<file path="config.mk">
export PLATFORM = sky130hd
export DESIGN_NAME = single_to_fix_seq
export DESIGN_NICKNAME = d
export VERILOG_FILES = /design/src/rtl/single_to_fix_seq.sv
export SDC_FILE = /design/constraint.sdc
export NUM_CORES = 1
export LEC_CHECK = 0
export ABC_CLOCK_PERIOD_IN_PS = 4800
export CORE_MARGIN = 1.5
export CORE_UTILIZATION = 60
export CTS_CLUSTER_SIZE = 16
export DETAILED_ROUTE_END_ITERATION = 12
export GPL_TIMING_DRIVEN = 0
export PLACE_DENSITY = 0.91
export SLEW_MARGIN = 20
export SYNTH_ARGS = -nofsm -noshare
export SYNTH_HDL_FRONTEND = slang
export SYNTH_SLANG_ARGS = --single-unit
</file>
<file path="constraint.sdc">
create_clock -name clk -period 4.8 [get_ports clk]
set_input_delay 0.96 -clock clk [delete_from_list [all_inputs] [get_ports clk]]
set_output_delay 0.96 -clock clk [all_outputs]
set_load 0.05 [all_outputs]
</file>
<file path="src/rtl/single_to_fix_seq.sv">
// Sequential IEEE-754 single -> unsigned Q(INT_WIDTH.FRACT_WIDTH) converter.
// Specials resolve at the accept edge; normal values go through a 1-bit/cycle shifter.
module single_to_fix_seq #(
    parameter int INT_WIDTH   = 12,
    parameter int FRACT_WIDTH = 4
) (
    input  logic                             clk,
    input  logic                             rst,
    input  logic                             in_valid,
    output logic                             in_ready,
    input  logic [31:0]                      in_single,
    output logic                             out_valid,
    input  logic                             out_ready,
    output logic [INT_WIDTH+FRACT_WIDTH-1:0] out_fixed,
    output logic                             out_ovf,
    output logic                             out_unf,
    output logic                             out_neg,
    output logic                             out_nan
);

    localparam int W  = INT_WIDTH + FRACT_WIDTH;
    localparam int RW = 24 + W;
    localparam logic signed [10:0] FRACT_S = 11'(FRACT_WIDTH);
    localparam logic signed [10:0] W_M1_S  = 11'(W - 1);

    typedef enum logic [1:0] {IDLE, SHIFT, DONE} state_t;

    state_t          state_q, state_d;
    logic [RW-1:0]   r_q, r_d;
    logic [5:0]      cnt_q, cnt_d;
    logic            dir_left_q, dir_left_d;
    logic [W-1:0]    fixed_q, fixed_d;
    logic            ovf_q, ovf_d;
    logic            unf_q, unf_d;
    logic            neg_q, neg_d;
    logic            nan_q, nan_d;

    logic                sgn;
    logic [7:0]          exp_f;
    logic [22:0]         man;
    logic signed [10:0]  p_s;
    logic signed [10:0]  k_s;
    logic                accept;
    logic                is_special;

    assign sgn    = in_single[31];
    assign exp_f  = in_single[30:23];
    assign man    = in_single[22:0];
    assign p_s    = $signed({3'b000, exp_f}) - 11'sd127 + FRACT_S;
    assign k_s    = p_s - 11'sd23;
    assign accept = in_valid && (state_q == IDLE);

    // Anything that is not a finite, in-range, positive normal skips the shifter.
    assign is_special = (exp_f == 8'hFF) || (sgn && (exp_f != 8'h00 || man != 23'h0)) ||
                        (exp_f == 8'h00) || (p_s > W_M1_S) || (p_s < 11'sd0);

    always_ff @(posedge clk or posedge rst) begin
        if (rst) begin
            state_q <= IDLE;
        end else begin
            state_q <= state_d;
        end
    end

    always_comb begin
        state_d = state_q;
        case (state_q)
            IDLE:    if (in_valid) state_d = is_special ? DONE : SHIFT;
            SHIFT:   if (cnt_q == 6'd0) state_d = DONE;
            DONE:    if (out_ready) state_d = IDLE;
            default: state_d = IDLE;
        endcase
    end

    always_comb begin
        in_ready  = (state_q == IDLE);
        out_valid = (state_q == DONE);
    end

    always_ff @(posedge clk or posedge rst) begin
        if (rst) begin
            r_q        <= '0;
            cnt_q      <= '0;
            dir_left_q <= 1'b0;
            fixed_q    <= '0;
            ovf_q      <= 1'b0;
            unf_q      <= 1'b0;
            neg_q      <= 1'b0;
            nan_q      <= 1'b0;
        end else begin
            r_q        <= r_d;
            cnt_q      <= cnt_d;
            dir_left_q <= dir_left_d;
            fixed_q    <= fixed_d;
            ovf_q      <= ovf_d;
            unf_q      <= unf_d;
            neg_q      <= neg_d;
            nan_q      <= nan_d;
        end
    end

    always_comb begin
        r_d        = r_q;
        cnt_d      = cnt_q;
        dir_left_d = dir_left_q;
        fixed_d    = fixed_q;
        ovf_d      = ovf_q;
        unf_d      = unf_q;
        neg_d      = neg_q;
        nan_d      = nan_q;
        if (accept) begin
            ovf_d = 1'b0;
            unf_d = 1'b0;
            neg_d = 1'b0;
            nan_d = 1'b0;
            if (exp_f == 8'hFF && man != 23'h0) begin
                fixed_d = '0;
                nan_d   = 1'b1;
            end else if (sgn && (exp_f != 8'h00 || man != 23'h0)) begin
                fixed_d = '0;
                neg_d   = 1'b1;
            end else if (exp_f == 8'h00 && man == 23'h0) begin
                fixed_d = '0;
            end else if (exp_f == 8'h00) begin
                fixed_d = '0;
                unf_d   = 1'b1;
            end else if (exp_f == 8'hFF || p_s > W_M1_S) begin
                fixed_d = '1;
                ovf_d   = 1'b1;
            end else if (p_s < 11'sd0) begin
                fixed_d = '0;
                unf_d   = 1'b1;
            end else begin
                r_d        = {{W{1'b0}}, 1'b1, man};
                cnt_d      = 6'(k_s < 11'sd0 ? -k_s : k_s);
                dir_left_d = (k_s > 11'sd0);
            end
        end else if (state_q == SHIFT) begin
            // Truncating shift: bits falling off the right end are simply lost.
            if (cnt_q == 6'd0) begin
                fixed_d = r_q[W-1:0];
            end else begin
                r_d   = dir_left_q ? {r_q[RW-2:0], 1'b0} : {1'b0, r_q[RW-1:1]};
                cnt_d = cnt_q - 6'd1;
            end
        end
    end

    assign out_fixed = fixed_q;
    assign out_ovf   = ovf_q;
    assign out_unf   = unf_q;
    assign out_neg   = neg_q;
    assign out_nan   = nan_q;

endmodule

</file>
# Word level (Yosys, flattened, before mapping)
# Cells that the tools add are included.
# totals
reg_bits	69
inputBits	36
out_inout_bits	22
wordCells	108
# classes
bitwise_logic	6
muxes	48
eq_ne	14
magnitude_cmp	4
n_reduce_logical	22
n_addsub	5
# op_table
cell	n
40-bit 2-to-1 mux	10
16-bit 2-to-1 mux	9
6-bit 2-to-1 mux	10
23-bit logical NOT	1
23-bit nonzero test	1
2-bit != test, second input constant	9
1-bit 2-to-1 mux	14
11-bit by 1-bit > comparator with 1-bit output, second input constant	1
11-bit by 1-bit less-than comparator with 1-bit output, second input constant	1
10-bit by 6-bit subtractor with 11-bit output, second input constant	1
9-bit by 4-bit adder with 10-bit output, second input constant	1
10-bit by 5-bit > comparator with 1-bit output, second input constant	1
10-bit by 1-bit less-than comparator with 1-bit output, second input constant	1
8-bit by 7-bit subtractor with 9-bit output, second input constant	1
8-bit equality test, second input constant	1
8-bit logical NOT	1
2-bit 2-to-1 mux	4
8-bit AND reduction	1
8-bit nonzero test	1
7-bit by 1-bit != test with 1-bit output, second input constant	1
7-bit AND reduction	1
6-bit logical NOT	1
1-bit logical OR	6
6-bit negation	1
10 further kinds	20

# Depth between registers and ports, before layout
# Gate-level depths: netlist of run 1.
# logic_depth
word_depth	12
ltp_mapped	12
depth_no_buf	10

# Least setup slack after synthesis of run 1
# No wires, ideal clock.
# synth_path
kind	input port to flip-flop
start	input port in_single[23]
end	register r_q[10]
cell_stages	12
setup_ps	125
t_required_ps	4675
arrival_ps	3654
path_slack_ps	1021
path_buffers	2
cell_sequence	ha_1 > buf_2 > xor2_1 > ha_1 > xnor2_1 > xnor2_1 > or3b_2 > and4bb_4 > nor2_4 > inv_4 > buf_6 > mux2_4
# synth_between
elab_chain_len	6
elab_cells_between_ends	19
cone_classes	add/sub (2); order compare (2); eq/ne (7); reduce/logical (8)
# synth_rtl
item	line	rtl
start, declared	11	input logic [31:0] in_single,
8-bit by 7-bit subtractor with 9-bit output	49	assign p_s = $signed({3'b000, exp_f}) - 11'sd127 + FRACT_S;
9-bit by 4-bit adder with 10-bit output	49	
10-bit by 5-bit > comparator with 1-bit output	127	end else if (exp_f == 8'hFF || p_s > W_M1_S) begin
1-bit logical OR	127	
2-bit != test (no line)	-	
8-bit AND reduction (no line) (*)	-	
end signal, assigned	91	r_q <= r_d;
end, declared	29	logic [RW-1:0] r_q, r_d;
# Mark *: on every way between the ends. The rest lies on a longest branch, timed or not.
# A chain may end at the register's enable or synchronous reset.

# Final worst setup path of run 1
# Same ends and word-level chain as after synthesis.

==> flow_summary_export.csv, run 1 <==
group,metric,value,unit
run_status,outcome,"finished clean",
timing,hold_viol,0,
critical_path,cpPeakStageDelay,0.55,ns
critical_path,cp.arrival,4.83,ns
timing,timing.final.ws_setup,0.215,ns
clock_network,ctsRootBufferMaster,"clkbuf_8",
critical_path,worstSetupPathType,"in2reg",
finish,final_cell_mix,"dfrtp_1 (69), clkdlybuf4s50_1 (57), nand2_1 (42), mux2i_1 (39), a21oi_1 (35)",
run,cap_violations,0,
clock_network,clk_pin_slew_worst_paths,0.07,ns
critical_path,crit_family,"buffers and inverters",
finish,antenna_cells,0,
drt,drcViolationCount,0,
finish,areaGrowthSynthToFinish,20.8,%
yosys,ys_seq_elements,69,
hold_path,hp-class,"reg2reg",
yosys,seq_area_frac_synth,0.393,
yosys,syn-instance-count,469,
clock_network,cts_buffer_depth,2,
timing,clock_skew,0.00937,ns
drt,dr_total_vias,4189,
global_route,grt_pass1_vias,4127,
place,preCtsSetupSlack,-0.0970,ns
die,die_h,88.5,um
die,die_area,7840,um^2
timing,rsz0062_at_grt,"no",
critical_path,path_buf_inv,4,
finish,final_common_cell,"dfrtp_1",
drt,post_drt_wl_per_cell,18.6,um
timing,max_freq,0.218,GHz
yosys,synthesis.nets,512,
timing,slew_headroom,0.497,
timing,period_needed,4.58,ns
clock_network,worst_skew_pair.late_latency,0.36,ns
clock_network,post_cts_resized,0,
critical_path,cp_max_fo,10,
timing,setup_viol,0,
clock_network,cts_setup_buffers,0,
die,pin_count,58,
yosys,avgSynthCellArea,9.36,um^2
drt,dr.pass1.iters,5,
critical_path,worst_path_max_delay_cell,"clkdlybuf4s50_1",
die,die_x,88.5,um
finish,finalInstanceArea,5300,um^2
global_route,grt_start_max_net_pins,52,
yosys,yosysWarnings,0,
critical_path,rrSetupSlack,2.02,ns
hold_path,holdPathStages,2,
global_route,track_usage,0.320,
timing,hold_slack,0.482,ns
drt,dr_wl_met3,746,um
place,gp_congestion,0.878,
yosys,async_flop_share,1.00,
power_and_ir_drop,power,1.82,mW
place,io_buffers,57,
critical_path,r2r_end,"r_q[10]",
global_route,antenna_found_initial,0,
finish,num-fill-cells,452,
timing,worstMarginPinSlew,0.754,ns
critical_path,crit_path_end_kind,"register",
hold_path,min_to,"out_unf",
drt,top_layer,"met4",
drt,met1_length,4900,um
finish,drive_above_1_share,0.110,
power_and_ir_drop,leakage,2.08,nW
power_and_ir_drop,ir_drop,0.000203,V
clock_network,htree_levels,3,
timing,final.period_utilization,0.955,
place,place_hpwl,8390,um
critical_path,crit_path_cell_trace,"clkdlybuf4s50_1 -> ha_1 -> buf_2 -> xor2_1 -> ha_1 -> xnor2_1 -> xnor2_1 -> or3b_2 -> and4bb_4 -> nor2_4 -> inv_4 -> buf_6 -> mux2_4",
yosys,syn-cell-area,4390,um^2
clock_network,cts_hold_buf,0,
die,num_rows,30,
critical_path,critPathLaunchType,"primary input",
critical_path,cp.required,5.04,ns
drt,via_per_inst,6.56,
drt,ant_nets,0,
global_route,grt_overflow,0,
drt,wirelength,11900,um
critical_path,worstRegToRegCells,9,
finish,fin_nets,581,
clock_network,cts.sinks,69,
hold_path,hold_path.startpoint,"out_unf",
critical_path,r2r-start,"state_q[1]",
yosys,yosys_most_used_dff,"dfrtp_1",
clock_network,numCtsBuffers,9,
power_and_ir_drop,power_density,344,nW/um^2
die,initial_core_util,0.632,
place,place_area,5110,um^2
timing,slew_viol_final,0,
global_route,grt_pass1_wl,19200,um
yosys,synth_edf_count,0,
drt,wl_met2,5690,um
drt,dr.first_iter.drc_count,375,
die,core,6940,um^2
yosys,yosysUniqueCellTypes,60,
clock_network,cts_tree,"built",
## report_power, final
part | leakage (nW) | switching (mW) | internal [mW]
Clock | 0.0964 | 0.218 | 0.253
Combinational | 1.09 | 0.393 | 0.229
Sequential | 0.898 | 0.0698 | 0.662
Total | 2.08 | 0.681 | 1.14
## per-stage QoR
step | utilization | std cells | setup TNS [ns]
after global routing | 0.764 | 639 | 0
after global placement | 0.732 | 622 | 0
after CTS | 0.764 | 639 | 0
final | 0.764 | 639 | 0
after floorplan | - | 469 | 0
after detailed placement | 0.736 | 623 | -1.35
## logic make-up (layout without fill, tap and decap cells)
kind of cell / Yosys count / after routing / synth area share
fa+ha+maj: 7 / 7 / 0.0200
xor+xnor: 8 / 8 / 0.0160
flops: 69 / 69 / 0.393
compound gates: 123 / 123 / 0.184
simple gates: 154 / 154 / 0.182
buf+inv: 49 / 123 / 0.0510
mux: 59 / 59 / 0.154
## registers in the layout (all words and copies together) (netlist names)
name and cells:
state_q 2, out_unf 1, out_neg 1, out_nan 1
out_ovf 1, cnt_q 6, dir_left_q 1, out_fixed 16
r_q 40
## routing by layer
layer / GRT usage / vias up
li1: - / 1869
met1: 0.398 / 2057
met2: 0.522 / 210
met3: 0.0672 / 53
met4: 0.176 / 0
met5: 0 / -
## worst max-delay path by stage
stage / start / to / slack [ns] / depth (start not counted)
2_1_floorplan: in_single[23] / r_q[10] / 1.02 / 12
3_3_place_gp: in_single[23] / r_q[9] / 0.007 / 13
3_5_place_dp: in_single[23] / r_q[5] / -0.1 / 13
4_1_cts: in_single[23] / r_q[10] / 0.26 / 13
5_1_grt: in_single[23] / r_q[7] / 0.05 / 13
6_report: in_single[23] / r_q[10] / 0.22 / 13
## final cells by class
type / count / area (um^2) / area share
multi-input cells: 351 / 2440 / 0.460
clock buffers: 12 / 145 / 0.0274
flip-flops and latches: 69 / 1730 / 0.326
clock inverters: 4 / 47.5 / 0.00897
plain buffers: 38 / 180 / 0.0340
well taps: 96 / 120 / 0.0227
inverters: 11 / 46.3 / 0.00873
repair buffers: 58 / 598 / 0.113
## worst register-to-register path, stage by stage, from the launching register on
cell and delay, ns:
dfrtp_1 0.40, nor2_1 0.24, and2_1 0.17, clkbuf_1 0.38
o2111ai_4 0.28, and4bb_4 0.49, nor2_4 0.08, inv_4 0.12
buf_6 0.19, mux2_4 0.32
## Yosys cell counts (3+ instances only)
cell	number	area share
nor2_1	28	0.024
mux2i_1	39	0.089
mux2_2	4	0.010
nor4_1	7	0.010
clkbuf_1	23	0.020
and3_1	5	0.0071
a21oi_1	35	0.040
o31ai_1	12	0.021
a31oi_1	23	0.033
nor2b_1	4	0.0057
nand4_1	5	0.0071
dfrtp_1	69	0.39
buf_2	9	0.010
nor3b_1	3	0.0051
buf_6	3	0.0077
mux2_4	16	0.055
nand2b_1	4	0.0057
and2_1	3	0.0043
and4_1	3	0.0060
nand2_1	42	0.036
nor3_1	9	0.010
o211ai_1	4	0.0068
xor2_1	3	0.0060
inv_1	10	0.0086
o21ai_0	26	0.030
and3b_1	3	0.0060
nand3_1	26	0.030
ha_1	7	0.020
xnor2_1	5	0.010
Power figures use the tool's default switching activity.
==> run 2, diff against run 1 <==
--- a/config.mk
+++ b/config.mk
@@ -6,7 +6,6 @@
 export NUM_CORES = 1
 export LEC_CHECK = 0
 export ABC_CLOCK_PERIOD_IN_PS = 4800
-export CORE_MARGIN = 1.5
 export CORE_UTILIZATION = 60
 export CTS_CLUSTER_SIZE = 16
 export DETAILED_ROUTE_END_ITERATION = 12
==> flow_summary_export.csv, run 2 (synthesis gave the netlist of run 1 again) <==
group,metric,value,unit
power_and_ir_drop,power,1.96,mW
clock_network,ctsRootBufferMaster,"clkbuf_8",
hold_path,hp-class,"reg2reg",
drt,via_per_inst,6.50,
clock_network,htree_levels,3,
power_and_ir_drop,p_switching,707,uW
timing,final.period_utilization,0.926,
die,core,6940,um^2
power_and_ir_drop,leakage,2.11,nW
timing,hold_viol,0,
finish,areaGrowthSynthToFinish,22.2,%
power_and_ir_drop,seqPwrFrac,0.375,
timing,rsz0062_at_grt,"no",
place,io_buffers,57,
place,place_area,5110,um^2
drt,dr.first_iter.drc_count,470,
power_and_ir_drop,clkPwrFrac,0.304,
critical_path,crit_path_end_kind,"register",
critical_path,r2r-start,"state_q[1]",
power_and_ir_drop,power_frac_comb,0.321,
timing,slew_headroom,0.496,
drt,wirelength,12600,um
run,cap_violations,0,
timing,setup_viol,0,
timing,worstMarginPinSlew,0.756,ns
die,initial_core_util,0.632,
critical_path,critPathLaunchType,"primary input",
place,gp_congestion,0.923,
clock_network,cts.sinks,69,
finish,num-fill-cells,448,
drt,drcViolationCount,0,
finish,fin_nets,581,
global_route,grt_pass1_wl,20000,um
finish,seq_area,1730,um^2
timing,tns,0,ns
timing,clock_skew,0.00568,ns
clock_network,cts_tree,"built",
hold_path,hold_path.startpoint,"out_unf",
drt,dr.pass1.iters,7,
timing,max_freq,0.225,GHz
global_route,grt_start_max_net_pins,58,
timing,hold_slack,0.482,ns
power_and_ir_drop,intPower,1.25,mW
die,num_rows,30,
clock_network,numCtsBuffers,9,
die,die_area,7660,um^2
critical_path,cp.required,5.03,ns
die,pin_count,58,
critical_path,cp.arrival,4.67,ns
finish,drive_above_1_share,0.116,
drt,dr_total_vias,4153,
critical_path,cp_max_fo,10,
power_and_ir_drop,power_density,365,nW/um^2
timing,slew_viol_final,0,
finish,largest-register,"r_q",
clock_network,worst_skew_pair.late_latency,0.36,ns
timing,period_needed,4.44,ns
finish,final_cell_mix,"dfrtp_1 (69), clkdlybuf4s50_1 (57), nand2_1 (42), mux2i_1 (39), a21oi_1 (35)",
finish,finalInstanceArea,5370,um^2
critical_path,worstSetupPathType,"in2reg",
die,die_h,87.5,um
clock_network,clk_pin_slew_worst_paths,0.08,ns
finish,antenna_cells,0,
finish,largest_register_ffs,40,
place,place_hpwl,8390,um
global_route,grt_pass1_vias,4097,
run_status,outcome,"finished clean",
finish,final_common_cell,"dfrtp_1",
power_and_ir_drop,ir_drop,0.000239,V
critical_path,crit_path_start,"in_single[23]",
drt,ant_nets,0,
power_and_ir_drop,switching_share,0.362,
drt,post_drt_wl_per_cell,19.7,um
global_route,track_usage,0.348,
finish,multi_input_area,2450,um^2
global_route,antenna_found_initial,0,
global_route,grt_overflow,0,
clock_network,cts_buffer_depth,2,
die,die_x,87.5,um
-- run 2: cell types whose count changed in the layout (fill, tap and decap cells not counted) --
cell and change:
bufinv_16 +2, clkbuf_1 -2, clkinv_2 -1, clkinvlp_4 +1, xnor2_1 -1, xnor2_2 +1
-- run 2: power groups by stage --
stage                     sequential (mW)  clock, mW  combinational [mW]
final                               0.733      0.595               0.629
after global routing                0.738      0.627               0.667
after CTS                           0.728      0.592               0.620
after detailed placement            0.736          0               0.610
after global placement              0.735          0               0.585
after floorplan                     0.868          0               0.260
-- run 2: final timing paths --
check,endpoint,cells after the start,slack (ns)
worst min-delay path,out_unf,2,0.48
worst min register to register,out_unf,2,0.48
min in group asynchronous,r_q[9],2,0.87
worst max register to register,r_q[15],8,1.96
worst max-delay path,r_q[15],12,0.36
max in group asynchronous,r_q[29],3,3.39
-- run 2: final cells by class --
| cell class | instances | area share |
|---|---|---|
| buffer | 38 | 0.0336 |
| clock buffer | 10 | 0.0257 |
| clock inverter | 6 | 0.0205 |
| inverter | 11 | 0.00863 |
| multi-input combinational | 351 | 0.456 |
| sequential | 69 | 0.322 |
| tap | 96 | 0.0224 |
| timing repair buffer | 58 | 0.111 |
-- run 2: timing repair --
action                     CTS  global route
setup buffers                0             0
setup endpoints to repair    0             1
resized for setup            0             1
hold buffers                 0             0
-- run 2: worst max-delay path, cell delays in order --
cell	delay [ns]
clkdlybuf4s50_1	0.53
ha_1	0.23
buf_2	0.23
xor2_1	0.35
ha_1	0.29
xnor2_1	0.11
xnor2_2	0.33
or3b_2	0.49
and4bb_4	0.40
nor2_4	0.08
clkbuf_1	0.27
o21ai_0	0.40
-- run 2: routing by layer --
layer / track usage / routed length [um] / part of all wire
met5: 0 / 0 / 0
met1: 0.413 / 4990 / 0.40
met3: 0.0895 / 941 / 0.075
met4: 0.219 / 579 / 0.046
met2: 0.566 / 6110 / 0.48
-- run 2: through the flow --
stage               worst slack (ns)  instances   util
floorplan                       1.02        469      -
global placement              0.0256        622  0.732
detailed placement           -0.0509        623  0.736
CTS                            0.297        639  0.772
global route                   0.142        639  0.773
finish                         0.356        639  0.773
==> run 3, diff against run 2 <==
--- a/config.mk
+++ b/config.mk
@@ -5,12 +5,13 @@
 export SDC_FILE = /design/constraint.sdc
 export NUM_CORES = 1
 export LEC_CHECK = 0
-export ABC_CLOCK_PERIOD_IN_PS = 4800
-export CORE_UTILIZATION = 60
+export ABC_CLOCK_PERIOD_IN_PS = 4550
+export CORE_UTILIZATION = 56
 export CTS_CLUSTER_SIZE = 16
 export DETAILED_ROUTE_END_ITERATION = 12
+export GPL_ROUTABILITY_DRIVEN = 0
 export GPL_TIMING_DRIVEN = 0
-export PLACE_DENSITY = 0.91
+export PLACE_DENSITY = 0.86
 export SLEW_MARGIN = 20
 export SYNTH_ARGS = -nofsm -noshare
 export SYNTH_HDL_FRONTEND = slang
==> constraint.sdc (replaced) <==
create_clock -name clk -period 4.55 [get_ports clk]
set_input_delay 0.91 -clock clk [delete_from_list [all_inputs] [get_ports clk]]
set_output_delay 0.91 -clock clk [all_outputs]
set_load 0.05 [all_outputs]
==> flow_summary_export.csv, run 3 (synthesis gave the netlist of run 1 again) <==
group,metric,value,unit
die,num_rows,31,
clock_network,worst_skew_pair.late_latency,0.35,ns
drt,drcViolationCount,0,
clock_network,cts.sinks,69,
clock_network,numCtsBuffers,9,
finish,final_cell_mix,"dfrtp_1 (69), clkdlybuf4s50_1 (57), nand2_1 (42), mux2i_1 (39), a21oi_1 (35)",
hold_path,hp-class,"reg2reg",
global_route,grt_overflow,0,
critical_path,r2r-start,"state_q[1]",
critical_path,critPathLaunchType,"primary input",
drt,dr_total_vias,4057,
drt,dr.first_iter.drc_count,407,
global_route,grt_start_max_net_pins,54,
clock_network,post_cts_resized,0,
clock_network,cts_buffer_depth,2,
die,die_x,90.5,um
hold_path,min_to,"out_unf",
clock_network,cts_setup_buffers,0,
hold_path,hold_path.startpoint,"out_unf",
run_status,outcome,"finished clean",
drt,wirelength,11500,um
hold_path,holdPathStages,2,
timing,hold_viol,0,
die,pin_count,58,
finish,final_common_cell,"dfrtp_1",
finish,antenna_cells,0,
timing,worstMarginPinSlew,0.698,ns
die,die_h,90.5,um
clock_network,htree_levels,3,
drt,dr.pass1.iters,5,
timing,rsz0062_at_grt,"no",
timing,slew_viol_final,0,
timing,tns,0,ns
power_and_ir_drop,leakage,2.10,nW
critical_path,cp.required,4.79,ns
critical_path,worstSetupPathType,"in2reg",
power_and_ir_drop,ir_drop,0.000231,V
place,place_hpwl,8210,um
timing,period_needed,4.31,ns
critical_path,cp_max_fo,10,
timing,clock_skew,0.0110,ns
global_route,antenna_found_initial,0,
finish,final_core_util,0.720,
die,initial_core_util,0.592,
critical_path,worstRegToRegCells,9,
die,die_area,8200,um^2
global_route,grt_pass1_wl,19300,um
clock_network,cts_tree,"built",
drt,via_per_inst,6.32,
clock_network,ctsRootBufferMaster,"clkbuf_8",
global_route,track_usage,0.294,
finish,drive_above_1_share,0.114,
critical_path,cp.arrival,4.55,ns
critical_path,rrSetupSlack,1.78,ns
timing,final.period_utilization,0.947,
global_route,grt_pass1_vias,3917,
drt,ant_nets,0,
finish,fin_nets,581,
finish,largest-register,"r_q",
run,cap_violations,0,
critical_path,crit_path_end_kind,"register",
timing,setup_viol,0,
finish,areaGrowthSynthToFinish,21.6,%
place,io_buffers,57,
timing,max_freq,0.232,GHz
die,core,7410,um^2
drt,post_drt_wl_per_cell,17.9,um
finish,largest_register_ffs,40,
critical_path,r2r_end,"r_q[39]",
clock_network,clk_pin_slew_worst_paths,0.07,ns
clock_network,cts_hold_buf,0,
power_and_ir_drop,power_density,366,nW/um^2
timing,slew_headroom,0.535,
-- run 3: final cells by class --
cell class                      count  area [um^2]
Timing Repair Buffer               58          598
Fill cell                         524         2070
Multi-Input combinational cell    351         2450
Sequential cell                    69         1730
Clock inverter                      5         75.1
Clock buffer                       11          131
Inverter                           11         46.3
Buffer                             38          180
Tap cell                           99          124
-- run 3: worst max path at each step --
| stage | start | endpoint | cells after the start |
|---|---|---|---|
| 2_1_floorplan | in_single[23] | r_q[10] | 12 |
| 3_3_place_gp | in_single[23] | r_q[9] | 13 |
| 5_1_grt | in_single[23] | r_q[34] | 13 |
| 4_1_cts | in_single[23] | r_q[3] | 13 |
| 3_5_place_dp | in_single[23] | r_q[3] | 13 |
| 6_report | in_single[23] | r_q[39] | 13 |
-- run 3: per-layer routing --
layer	share of wire	vias up	track usage	wire length, um
li1	-	1864	-	-
met1	0.43	1991	0.391	4930
met2	0.48	175	0.475	5550
met3	0.062	27	0.0606	715
met4	0.024	0	0.109	275
met5	0	-	0	0
-- run 3: critical path: stages --
cell	delay (ns)
clkdlybuf4s50_1	0.56
ha_1	0.24
buf_2	0.24
xor2_2	0.27
ha_1	0.28
xnor2_1	0.12
xnor2_2	0.34
or3b_2	0.50
and4bb_4	0.40
nor2_4	0.07
inv_4	0.11
buf_6	0.18
mux2_4	0.32
-- run 3: per-stage QoR --
stage               cell area, um^2  power, mW  hold slack, ns  instances  worst slack (ns)
floorplan                      4390       1.19           0.481        469             0.821
global placement               5080       1.39           0.456        625            -0.287
detailed placement             5110       1.42           0.455        626            -0.338
CTS                            5320       1.95           0.471        642           0.00433
global route                   5340       2.04           0.510        642             0.107
finish                         5340       1.95           0.466        642             0.240
-- run 3: where the power goes --
group | total (mW) | switching [mW] | internal [mW]
sequential | 0.771 | 0.0732 | 0.698
combinational | 0.649 | 0.406 | 0.243
clock | 0.534 | 0.228 | 0.306
total | 1.95 | 0.707 | 1.25
